[config.mk]
export PLATFORM = sky130hd
export DESIGN_NAME = itof_frame_controller_flat
export DESIGN_NICKNAME = d
export VERILOG_FILES = /design/src/rtl/itof_pkg.sv /design/src/rtl/itof_frame_controller_if.sv /design/src/rtl/itof_tap_counter.sv /design/src/rtl/itof_frame_controller.sv /design/src/flat_wrapper.sv
export SDC_FILE = /design/constraint.sdc
export NUM_CORES = 1
export LEC_CHECK = 0
export CAP_MARGIN = 20
export CORE_ASPECT_RATIO = 1.1
export CORE_MARGIN = 2
export CORE_UTILIZATION = 40
export CTS_CLUSTER_DIAMETER = 200
export DETAILED_ROUTE_END_ITERATION = 10
export SLEW_MARGIN = 30
export SYNTH_ARGS = -nofsm -noshare
export SYNTH_HDL_FRONTEND = slang
export SYNTH_HIERARCHICAL = 1
export SYNTH_SLANG_ARGS = --single-unit
[constraint.sdc]
create_clock -name clk -period 5.4 [get_ports clk]
set_input_delay 1.08 -clock clk [delete_from_list [all_inputs] [get_ports clk]]
set_output_delay 1.08 -clock clk [all_outputs]
set_load 0.005 [all_outputs]
[src/rtl/itof_pkg.sv]
// itof_pkg: shared state encoding, default counter width and saturation helper
// for the iTOF frame controller.
package itof_pkg;

    localparam int CNT_W = 12;

    typedef enum logic [1:0] {IDLE, INTEG, LATCH, READOUT} state_t;

    function automatic logic [31:0] cnt_max(input int width);
        return (32'd1 << width) - 32'd1;
    endfunction

endpackage

[src/rtl/itof_frame_controller_if.sv]
// itof_frame_controller_if: frame result bus towards output_buffer with a
// valid/ready handshake.
interface itof_frame_controller_if #(parameter int CNT_W = itof_pkg::CNT_W);

    logic [CNT_W-1:0] memory1;
    logic [CNT_W-1:0] memory2;
    logic             buf_en;
    logic             out_valid;
    logic             out_ready;
    logic             overflow;

    modport master(output memory1, memory2, buf_en, out_valid, overflow, input out_ready);
    modport slave(input memory1, memory2, buf_en, out_valid, overflow, output out_ready);

endinterface

[src/rtl/itof_tap_counter.sv]
// itof_tap_counter: saturating up-counter for one demodulation tap; clr wins
// over inc, sat_hit flags an increment attempted at full scale.
module itof_tap_counter
    import itof_pkg::*;
#(
    parameter int CNT_W = itof_pkg::CNT_W
) (
    input  logic             clk,
    input  logic             rst_n,
    input  logic             clr,
    input  logic             inc,
    output logic [CNT_W-1:0] count,
    output logic             sat_hit
);

    localparam logic [CNT_W-1:0] MAX = CNT_W'(cnt_max(CNT_W));

    assign sat_hit = inc & (count == MAX);

    always_ff @(posedge clk or negedge rst_n) begin
        if (!rst_n)
            count <= '0;
        else if (clr)
            count <= '0;
        else if (inc && !sat_hit)
            count <= count + CNT_W'(1);
    end

endmodule

[src/rtl/itof_frame_controller.sv]
// itof_frame_controller: sequences one two-tap iTOF frame (integrate, latch,
// present with valid/ready) for a single SPAD pixel.
module itof_frame_controller
    import itof_pkg::*;
#(
    parameter int CNT_W       = itof_pkg::CNT_W,
    parameter int INT_CYCLES  = 1000,
    parameter int HALF_PERIOD = 4
) (
    input  logic                   clk,
    input  logic                   rst_n,
    input  logic                   start,
    input  logic                   continuous,
    input  logic                   spad_pulse,
    output logic                   tap_sel,
    output logic                   busy,
    itof_frame_controller_if.master bus
);

    localparam int CW = $clog2(INT_CYCLES + 1);
    localparam int HW = $clog2(HALF_PERIOD + 1);

    state_t           state, nxt;
    logic [CW-1:0]    cyc;
    logic [HW-1:0]    ph;
    logic             flag;
    logic [CNT_W-1:0] cnt0, cnt1;
    logic             hit0, hit1;
    logic             last, half_end, hs, integ, clr;

    assign integ    = state == INTEG;
    assign clr      = state == LATCH;
    assign last     = cyc == CW'(INT_CYCLES - 1);
    assign half_end = ph == HW'(HALF_PERIOD - 1);
    assign hs       = bus.out_valid & bus.out_ready;

    always_comb
        nxt = state == IDLE  ? (start ? INTEG : IDLE) :
              state == INTEG ? (last ? LATCH : INTEG) :
              state == LATCH ? READOUT :
              hs             ? (continuous ? INTEG : IDLE) : READOUT;

    itof_tap_counter #(.CNT_W(CNT_W)) u_tap0 (
        .clk(clk), .rst_n(rst_n), .clr(clr),
        .inc(integ & spad_pulse & ~tap_sel), .count(cnt0), .sat_hit(hit0)
    );

    itof_tap_counter #(.CNT_W(CNT_W)) u_tap1 (
        .clk(clk), .rst_n(rst_n), .clr(clr),
        .inc(integ & spad_pulse & tap_sel), .count(cnt1), .sat_hit(hit1)
    );

    // Cycle/phase counters idle at zero so every INTEG entry starts on tap0.
    always_ff @(posedge clk or negedge rst_n) begin
        if (!rst_n) begin
            state         <= IDLE;
            cyc           <= '0;
            ph            <= '0;
            tap_sel       <= 1'b0;
            flag          <= 1'b0;
            busy          <= 1'b0;
            bus.memory1   <= '0;
            bus.memory2   <= '0;
            bus.overflow  <= 1'b0;
            bus.out_valid <= 1'b0;
            bus.buf_en    <= 1'b0;
        end else begin
            state         <= nxt;
            busy          <= nxt != IDLE;
            bus.out_valid <= nxt == READOUT;
            bus.buf_en    <= nxt == READOUT;
            flag          <= clr ? 1'b0 : flag | hit0 | hit1;
            if (integ && !last) begin
                cyc     <= cyc + CW'(1);
                ph      <= half_end ? '0 : ph + HW'(1);
                tap_sel <= tap_sel ^ half_end;
            end else begin
                cyc     <= '0;
                ph      <= '0;
                tap_sel <= 1'b0;
            end
            if (clr) begin
                bus.memory1  <= cnt0;
                bus.memory2  <= cnt1;
                bus.overflow <= flag;
            end
        end
    end

endmodule

[src/flat_wrapper.sv]
// flat-port wrapper written by rule: the top's interface ports become plain ports
module itof_frame_controller_flat import itof_pkg::*;
#(
    parameter int CNT_W       = itof_pkg::CNT_W,
    parameter int INT_CYCLES  = 1000,
    parameter int HALF_PERIOD = 4
)
  (clk, rst_n, start, continuous, spad_pulse, tap_sel, busy, bus_memory1, bus_memory2, bus_buf_en, bus_out_valid, bus_overflow, bus_out_ready);
  itof_frame_controller_if #(.CNT_W(CNT_W)) bus_i ();
  input  logic clk;
  input  logic rst_n;
  input  logic start;
  input  logic continuous;
  input  logic spad_pulse;
  output logic tap_sel;
  output logic busy;
  output wire logic [$bits(bus_i.memory1)-1:0] bus_memory1;
  output wire logic [$bits(bus_i.memory2)-1:0] bus_memory2;
  output wire logic [$bits(bus_i.buf_en)-1:0] bus_buf_en;
  output wire logic [$bits(bus_i.out_valid)-1:0] bus_out_valid;
  output wire logic [$bits(bus_i.overflow)-1:0] bus_overflow;
  input wire logic [$bits(bus_i.out_ready)-1:0] bus_out_ready;
  assign bus_memory1 = bus_i.memory1;
  assign bus_memory2 = bus_i.memory2;
  assign bus_buf_en = bus_i.buf_en;
  assign bus_out_valid = bus_i.out_valid;
  assign bus_overflow = bus_i.overflow;
  assign bus_i.out_ready = bus_out_ready;
  itof_frame_controller #(.CNT_W(CNT_W), .INT_CYCLES(INT_CYCLES), .HALF_PERIOD(HALF_PERIOD)) u_core (.clk(clk), .rst_n(rst_n), .start(start), .continuous(continuous), .spad_pulse(spad_pulse), .tap_sel(tap_sel), .busy(busy), .bus(bus_i));
endmodule
==> results of run 1 <==
## worst paths after layout
kind                       cells past startpoint            start  slack (ns)                     end
hold reg to reg                                1     u_core/ph[0]        0.44            u_core/ph[0]
max in group asynchronous                      2            rst_n        4.11   u_core/bus.memory2[9]
setup / recovery                               7       spad_pulse        2.72  u_core/u_tap0/count[9]
min in group asynchronous                      2            rst_n        0.84   u_core/bus.memory1[5]
hold / removal                                 1     u_core/ph[0]        0.44            u_core/ph[0]
setup reg to reg                               7  u_core/state[0]        3.20  u_core/u_tap0/count[9]
## power groups by stage
stage | sequential (W) | clock, W | combinational (W)
after floorplan | 0.000686 | 0 | 0.000194
after detailed placement | 0.000716 | 0 | 0.000248
after global routing | 0.000724 | 0.000394 | 0.000286
final | 0.000707 | 0.000358 | 0.000246
after global placement | 0.000713 | 0 | 0.000242
after CTS | 0.000707 | 0.000377 | 0.000249
## per-layer routing
metal | wire length, µm | global-route usage [%] | share of wire [%]
met2 | 2450 | 19.4 | 43
met4 | 67 | 4.94 | 1.2
met5 | 0 | 0 | 0
met3 | 245 | 4.14 | 4.3
met1 | 2890 | 20.3 | 51
## registers in the layout, indices dropped and copies added, names as in the netlist, 2 cells and up
name	count
u_core/ph	3
u_core/u_tap1/count	12
u_core/cyc	10
u_core/bus.memory2	12
u_core/bus.memory1	12
u_core/state	2
u_core/u_tap0/count	12
## cell usage in the layout (no fill, tap or decap), types with 3 or more instances in the layout
cell,count
dfrtp_1,68
clkdlybuf4s50_1,33
nor2_1,30
mux2_2,26
a21oi_1,17
nand3_1,15
nor3_1,13
nand2_1,12
clkbuf_8,11
nor2b_1,9
nand4_1,8
a211oi_1,8
xor2_1,6
xnor2_1,6
ha_1,4
mux2i_1,4
or4_1,4
and4_1,4
nand4_2,3
a31oi_1,3
and3_4,3
nand3_4,3
mux2_1,3
## worst max-delay path, cell delays in order
cell,delay [ns]
clkdlybuf4s50_1,0.49
nand2_1,0.06
nor2_1,0.27
and3_4,0.26
nand3_4,0.10
a211oi_1,0.28
mux2_2,0.36
## cell type report
class / count / area, µm² / share of cell area [%]
clock buffer: 13 / 159 / 4.19
clock inverter: 2 / 10.0 / 0.264
inverter: 2 / 7.51 / 0.198
multi-input combinational: 199 / 1430 / 37.6
sequential: 68 / 1700 / 44.8
tap: 108 / 135 / 3.56
timing repair buffer: 36 / 354 / 9.33
## synthesized netlist by cell type (4+ instances only)
| cell type | instances | share of area [%] |
|---|---|---|
| xor2_1 | 6 | 1.6 |
| mux2_2 | 26 | 9.1 |
| nor2_1 | 30 | 3.5 |
| and4_1 | 4 | 1.1 |
| nand3_1 | 15 | 2.3 |
| xnor2_1 | 6 | 1.6 |
| ha_1 | 4 | 1.6 |
| nor3_1 | 13 | 2.0 |
| mux2i_1 | 4 | 1.2 |
| a21oi_1 | 17 | 2.6 |
| dfrtp_1 | 68 | 53 |
| nand4_1 | 8 | 1.6 |
| a211oi_1 | 8 | 1.9 |
| nor2b_1 | 9 | 1.8 |
| nand2_1 | 12 | 1.4 |
| clkbuf_8 | 4 | 1.7 |
| or4_1 | 4 | 0.93 |
## metrics by stage
| step | cells | worst slack [ns] | cell area [µm²] |
|---|---|---|---|
| 2_1_floorplan | 276 | 3.03 | 3210 |
| 3_3_place_gp | 413 | 2.43 | 3620 |
| 3_5_place_dp | 413 | 2.40 | 3620 |
| 4_1_cts | 428 | 2.75 | 3790 |
| 5_1_grt | 428 | 2.64 | 3790 |
| 6_report | 428 | 2.72 | 3790 |
## logic make-up after synthesis
family                   count (synthesis)  synth area share (%)
AO/OA/AOI/OAI                           36                  7.32
AND/OR/NAND/NOR                        114                  20.9
adder cells (fa/ha/maj)                  4                  1.56
flip-flops                              68                  52.9
multiplexers                            33                  11.4
XOR/XNOR                                12                  3.27
buffers and inverters                    9                  2.65
==> results.yml, run 1 <==
outcome:
  outcome: "completed"
clock_network:
  cts_sinks: 68
  postCtsSetupRepairBufs: 0
  htreeDepth: 3
  insertion_delay_ns: 0.33
  cts_hold_buf: 0
  cts_tree: "built"
  cts_made_buffers: 9
  clock_path_buffers: 2
  cts_root_buf: "clkbuf_8"
  clkTransAtPathRegs_ns: 0.07
  post_cts_resized: 0
drt:
  vias: 2211
  ant_nets: 0
  postRouteWirelength_um: 5650
  wire_per_inst_um: 13.2
  avgViaCountPerCell: 5.17
  drtIter0Drc: 120
  drc_errors: 0
  dr.pass1.iters: 4
sta:
  hold_viol: 0
  final.min_clock_period_ns: 2.68
  tns_ns: 0
  finalSetupViolations: 0
  relSlewSlack_pct: 58.5
  holdWs_ns: 0.444
  tightest_slew_ns: 0.622
  grt_setup_unrepaired: "false"
  skew_ns: 0.00824
  fmaxAchievable_mhz: 372
  slew_violations: 0
  period_share_pct: 49.7
placed_design:
  globalplace.congestion: 0.768
  hpwl_um: 3700
  port_buffers: 34
finish:
  fill_cells: 723
  drive_above_1_share_pct: 17.8
  area_growth_pct: 18.1
  diodes: 0
  post-route-util_pct: 48.2
  nets: 326
pwr:
  total_power_w: 0.00131
  swShare_pct: 31.3
  p_seq_share_pct: 53.9
  intPower_w: 0.000901
  ir_worst_vdd_mv: 0.178
  cellPowerDensity_nw_per_um2: 346
  power.switching_w: 0.000410
  combPwrFrac_pct: 18.8
  power.leakage_nw: 1.63
  p_clk_share_pct: 27.3
floorplan:
  die-width_um: 89.5
  core_area_um2: 7870
  rows: 34
  die-area_um2: 8770
  floorplan.initialDensity_pct: 40.8
  pin_count: 35
  die_y_um: 98.0
grt:
  grt_usage_pct: 13.9
  grt_pass1_wl_um: 9630
  antenna_found_initial: 0
  grt_pass1_vias: 2024
  grt_max_degree: 69
  grt-ovfl-total: 0
hold_path:
  min_path_type: "reg -> reg"
synth:
  synthesis.nets: 286
  synth-main-ff-cell: "dfrtp_1"
  syn_inst: 276
  synth_edf_count: 0
  yosys_warnings: 6
  ys_seq_elements: 68
  netlist_area_um2: 3210
  syn_avg_cell_area_um2: 11.6
  synth_cell_types: 37
  async_flop_share_pct: 100
  yosysSeqAreaShare_pct: 52.9
setup_path:
  crit_path_start_kind: "input port"
  cp.required_ns: 5.62
  worst-path-max-fanout: 6
  cp.arrival_ns: 2.90
  crit_type: "in -> reg"
  endpoint_kind: "register"
flow_run:
  maxCapViolCount: 0
Power figures use the tool's default switching activity.
==> run 2, diff against run 1 <==
==> constraint.sdc (replaced) <==
create_clock -name clk -period 2.47 [get_ports clk]
set_input_delay 0.494 -clock clk [delete_from_list [all_inputs] [get_ports clk]]
set_output_delay 0.494 -clock clk [all_outputs]
set_load 0.005 [all_outputs]
==> run 2 against run 1 <==
Compared with the run above:
- flip-flop and latch count is the same
- register-to-register slack lost 2.8 ns
- utilization grew 0.73 points
==> results.yml, run 2 (synthesized netlist as in run 1, its figures left out) <==
outcome:
  outcome: "completed"
clock_network:
  insertion_delay_ns: 0.35
  cts_sinks: 68
  cts_made_buffers: 9
  postCtsSetupRepairBufs: 0
  cts_tree: "built"
  cts_hold_buf: 0
  post_cts_resized: 0
  clkTransAtPathRegs_ns: 0.07
  clock_path_buffers: 2
  cts_root_buf: "clkbuf_8"
  htreeDepth: 3
pwr:
  power.leakage_nw: 1.66
  intPower_w: 0.00204
  p_seq_share_pct: 52.2
  power.switching_w: 0.000907
  p_clk_share_pct: 28.9
  ir_worst_vdd_mv: 0.366
  combPwrFrac_pct: 18.9
  cellPowerDensity_nw_per_um2: 765
  swShare_pct: 30.8
flow_run:
  maxCapViolCount: 0
grt:
  grt_max_degree: 69
  grt-ovfl-total: 0
  grt_usage_pct: 14.5
  grt_pass1_vias: 2169
  antenna_found_initial: 0
  grt_pass1_wl_um: 9940
setup_path:
  cp.arrival_ns: 2.29
  crit_type: "reg -> reg"
  cp.required_ns: 2.70
  worst-path-max-fanout: 6
  crit_path_start_kind: "register"
  endpoint_kind: "register"
sta:
  tightest_slew_ns: 0.488
  grt_setup_unrepaired: "false"
  final.setup.worst_slack_ns: 0.415
  holdWs_ns: 0.157
  relSlewSlack_pct: 67.4
  finalSetupViolations: 0
  fmaxAchievable_mhz: 487
  period_share_pct: 83.2
  skew_ns: 0.0110
  tns_ns: 0
  slew_violations: 0
  hold_viol: 0
  final.min_clock_period_ns: 2.06
drt:
  avgViaCountPerCell: 5.07
  postRouteWirelength_um: 5620
  drc_errors: 0
  drtIter0Drc: 92
  ant_nets: 0
  wire_per_inst_um: 13.0
  vias: 2192
  dr.pass1.iters: 4
floorplan:
  die-width_um: 89.5
  die-area_um2: 8770
  pin_count: 35
  rows: 34
  core_area_um2: 7870
  floorplan.initialDensity_pct: 40.8
  die_y_um: 98.0
finish:
  final_common_cell: "dfrtp_1"
  multiInputGateArea_um2: 1430
  diodes: 0
  area_growth_pct: 19.9
  final_cell_mix: "dfrtp_1 (68), clkdlybuf4s50_1 (33), nor2_1 (30), mux2_2 (26), a21oi_1 (17)"
  fill_cells: 744
  finalNonFillerCells: 432
  post-route-util_pct: 49.0
  drive_above_1_share_pct: 19.1
  nets: 330
  seq_area_um2: 1700
placed_design:
  port_buffers: 34
  place_inst: 417
  dp_slack_ns: 0.223
  globalplace.congestion: 0.796
  hpwl_um: 3790
hold_path:
  min_path_type: "in -> async"
==> run 2: changes by cell type in the layout (fill, tap and decap cells not counted) <==
cell | before | now
clkbuf_1 | 2 | 1
clkinv_2 | 2 | 1
clkbuf_8 | 11 | 13
buf_4 | 1 | 5
buf_12 | 0 | 1
buf_6 | 1 | 0
==> run 2: metrics by stage <==
step	total power [W]	area (µm²)
floorplan	0.00192	3210
global placement	0.00210	3660
detailed placement	0.00212	3660
finish	0.00295	3850
global route	0.00314	3850
CTS	0.00300	3850
==> run 2: final timing paths <==
path / start / end / slack, ns / cells past startpoint
min in group clk: u_core/ph[0] / u_core/ph[0] / 0.45 / 1
worst min-delay path: rst_n / u_core/bus.memory1[6] / 0.16 / 2
max in group asynchronous: rst_n / u_core/bus.memory2[6] / 2.02 / 2
worst max-delay path: u_core/state[0] / u_core/u_tap0/count[9] / 0.41 / 7
worst min register to register: u_core/ph[0] / u_core/ph[0] / 0.45 / 1
worst max register to register: u_core/state[0] / u_core/u_tap0/count[9] / 0.41 / 7
==> run 2: cell type report <==
type                       count  area share (%)
clock inverter                 1           0.130
timing repair buffer          40            10.2
multi-input combinational    199            37.1
tap                          108            3.51
sequential                    68            44.2
inverter                       2           0.195
clock buffer                  14            4.74
==> run 2: routing by layer <==
layer	part of all wire, %	GRT usage, %	up-vias
met4	1.3	6.54	0
met3	4.7	3.97	6
met2	45	20.5	45
met5	0	0	-
li1	-	-	1101
met1	49	20.7	1040
==> run 2: critical path, cell delays in order (launching register included) <==
cell,delay (ns)
dfrtp_1,0.46
nor2b_1,0.30
nand2_1,0.08
nor2_1,0.14
and3_4,0.23
nand3_4,0.09
a211oi_1,0.26
mux2_2,0.37
==> run 2: power groups by stage <==
stage,combinational [W],sequential [W],clock [W]
detailed placement,0.000559,0.00156,0
finish,0.000556,0.00154,0.000853
CTS,0.000564,0.00154,0.000891
global placement,0.000543,0.00156,0
global route,0.000632,0.00158,0.000928
floorplan,0.000424,0.00150,0
==> run 3, diff against run 2 <==
==> constraint.sdc (replaced) <==
create_clock -name clk -period 2 [get_ports clk]
set_input_delay 0.4 -clock clk [delete_from_list [all_inputs] [get_ports clk]]
set_output_delay 0.4 -clock clk [all_outputs]
set_load 0.005 [all_outputs]
==> run 3 against run 2 <==
Compared with the run above:
- count of clock-buffer cells in the layout is the same
- cell count grew 1.9%
- combinational power grew 27%
- via count grew 0.78%
- utilization grew 0.95 points
- non-clock buffer count grew 8
- critical endpoint unchanged
- largest cell class unchanged
==> results.yml, run 3 (synthesized netlist as in run 1, its figures left out) <==
grt:
  grt_max_degree: 28
  grt_pass1_wl_um: 9600
  grt-ovfl-total: 0
  grt_pass1_vias: 2058
  grt_usage_pct: 14.1
  antenna_found_initial: 0
placed_design:
  place_area_um2: 3740
  globalplace.congestion: 0.817
  place_inst: 425
  hpwl_um: 4140
  port_buffers: 34
  dp_slack_ns: -0.174
clock_network:
  clkTransAtPathRegs_ns: 0.06
  insertion_delay_ns: 0.34
  cts_sinks: 68
  cts_made_buffers: 9
  htreeDepth: 3
  cts_root_buf: "clkbuf_8"
  postCtsSetupRepairBufs: 0
  clock_path_buffers: 2
  cts_tree: "built"
sta:
  relSlewSlack_pct: 66.0
  skew_ns: 0.00376
  grt_setup_unrepaired: "false"
  fmaxAchievable_mhz: 543
  tns_ns: 0
  final.min_clock_period_ns: 1.84
  hold_viol: 0
  tightest_slew_ns: 0.510
  finalSetupViolations: 0
  final.setup.worst_slack_ns: 0.159
  slew_violations: 0
  period_share_pct: 92.0
floorplan:
  die-area_um2: 8770
  die-width_um: 89.5
  die_y_um: 98.0
  core_area_um2: 7870
  rows: 34
  pin_count: 35
  floorplan.initialDensity_pct: 40.8
setup_path:
  r2r_slack_ns: 0.16
  cp.required_ns: 2.22
  crit_type: "reg -> reg"
  max_stage_delay_ns: 0.39
  cp.arrival_ns: 2.06
  crit_chain: "nor2b_2 > nand2_1 > nor2_1 > and3_4 > nand3_4 > a211oi_1 > mux2_2"
  slowest_stage: "dfrtp_1"
  endpoint_kind: "register"
  worst-path-max-fanout: 3
  crit_path_start_kind: "register"
drt:
  avgViaCountPerCell: 5.02
  vias: 2209
  dr.pass1.iters: 4
  wire_per_inst_um: 12.7
  drc_errors: 0
  ant_nets: 0
  postRouteWirelength_um: 5600
  drtIter0Drc: 58
finish:
  diodes: 0
  area_growth_pct: 22.2
  fill_cells: 724
  stdcell_area_um2: 3930
  nets: 338
  post-route-util_pct: 49.9
  finalNonFillerCells: 440
  drive_above_1_share_pct: 21.4
  final_common_cell: "dfrtp_1"
  final_cell_mix: "dfrtp_1 (68), clkdlybuf4s50_1 (33), nor2_1 (30), mux2_2 (26), a21oi_1 (17)"
flow_run:
  maxCapViolCount: 0
outcome:
  outcome: "completed"
pwr:
  power.leakage_nw: 1.70
  cellPowerDensity_nw_per_um2: 928
  ir_worst_vdd_mv: 0.521
hold_path:
  min_path_type: "in -> async"
## run 3: changes by cell type in the layout (fill, tap and decap cells not counted), sizes merged
cell | previous run | this run
buf | 7 | 15
## run 3: timing repair
item	in CTS	in global routing
resized for setup	0	1
hold endpoints to repair	0	0
setup endpoints to repair	0	6
hold buffers	0	0
## run 3: critical path: cells and delay by family (launching register included)
| kind | cells | cell delay (ns) |
|---|---|---|
| mux | 1 | 0.36 |
| simple gates | 5 | 0.70 |
| flops | 1 | 0.39 |
| compound gates | 1 | 0.28 |
## run 3: metal layers
metal / GRT usage [%] / wire, µm / vias to the layer above
li1: - / - / 1114
met1: 20.1 / 2790 / 1049
met2: 19.9 / 2520 / 41
met3: 4.31 / 237 / 5
met4: 5.86 / 59 / 0
met5: 0 / 0 / -
## run 3: worst paths after layout
path	end	cells past startpoint	start
max	u_core/u_tap0/count[9]	7	u_core/state[1]
min	u_core/bus.memory1[7]	1	rst_n
max reg2reg	u_core/u_tap0/count[9]	7	u_core/state[1]
min reg2reg	u_core/ph[0]	1	u_core/ph[0]
max in group asynchronous	u_core/u_tap1/count[0]	2	rst_n
min in group clk	u_core/ph[0]	1	u_core/ph[0]
## run 3: final cells by class
type                       count  area, µm²  area share, %
inverter                       2       7.51          0.191
clock inverter                 1       5.00          0.127
timing repair buffer          48        465           11.9
clock buffer                  14        183           4.65
multi-input combinational    199       1430           36.4
sequential                    68       1700           43.3
tap                          108        135           3.44
## run 3: through the flow
stage | hold slack, ns | power, W
after floorplan | 0.104 | 0.00238
after detailed placement | 0.410 | 0.00264
final | 0.0322 | 0.00365
after CTS | 0.0368 | 0.00370
after global placement | 0.407 | 0.00262
after global routing | 0.0490 | 0.00390
## run 3: where the power goes
group / switching [W] / leakage, nW / internal (W) / total, W
Sequential: 0.000306 / 0.898 / 0.00159 / 0.00190
Clock: 0.000463 / 0.0986 / 0.000577 / 0.00104
Combinational: 0.000338 / 0.706 / 0.000370 / 0.000708
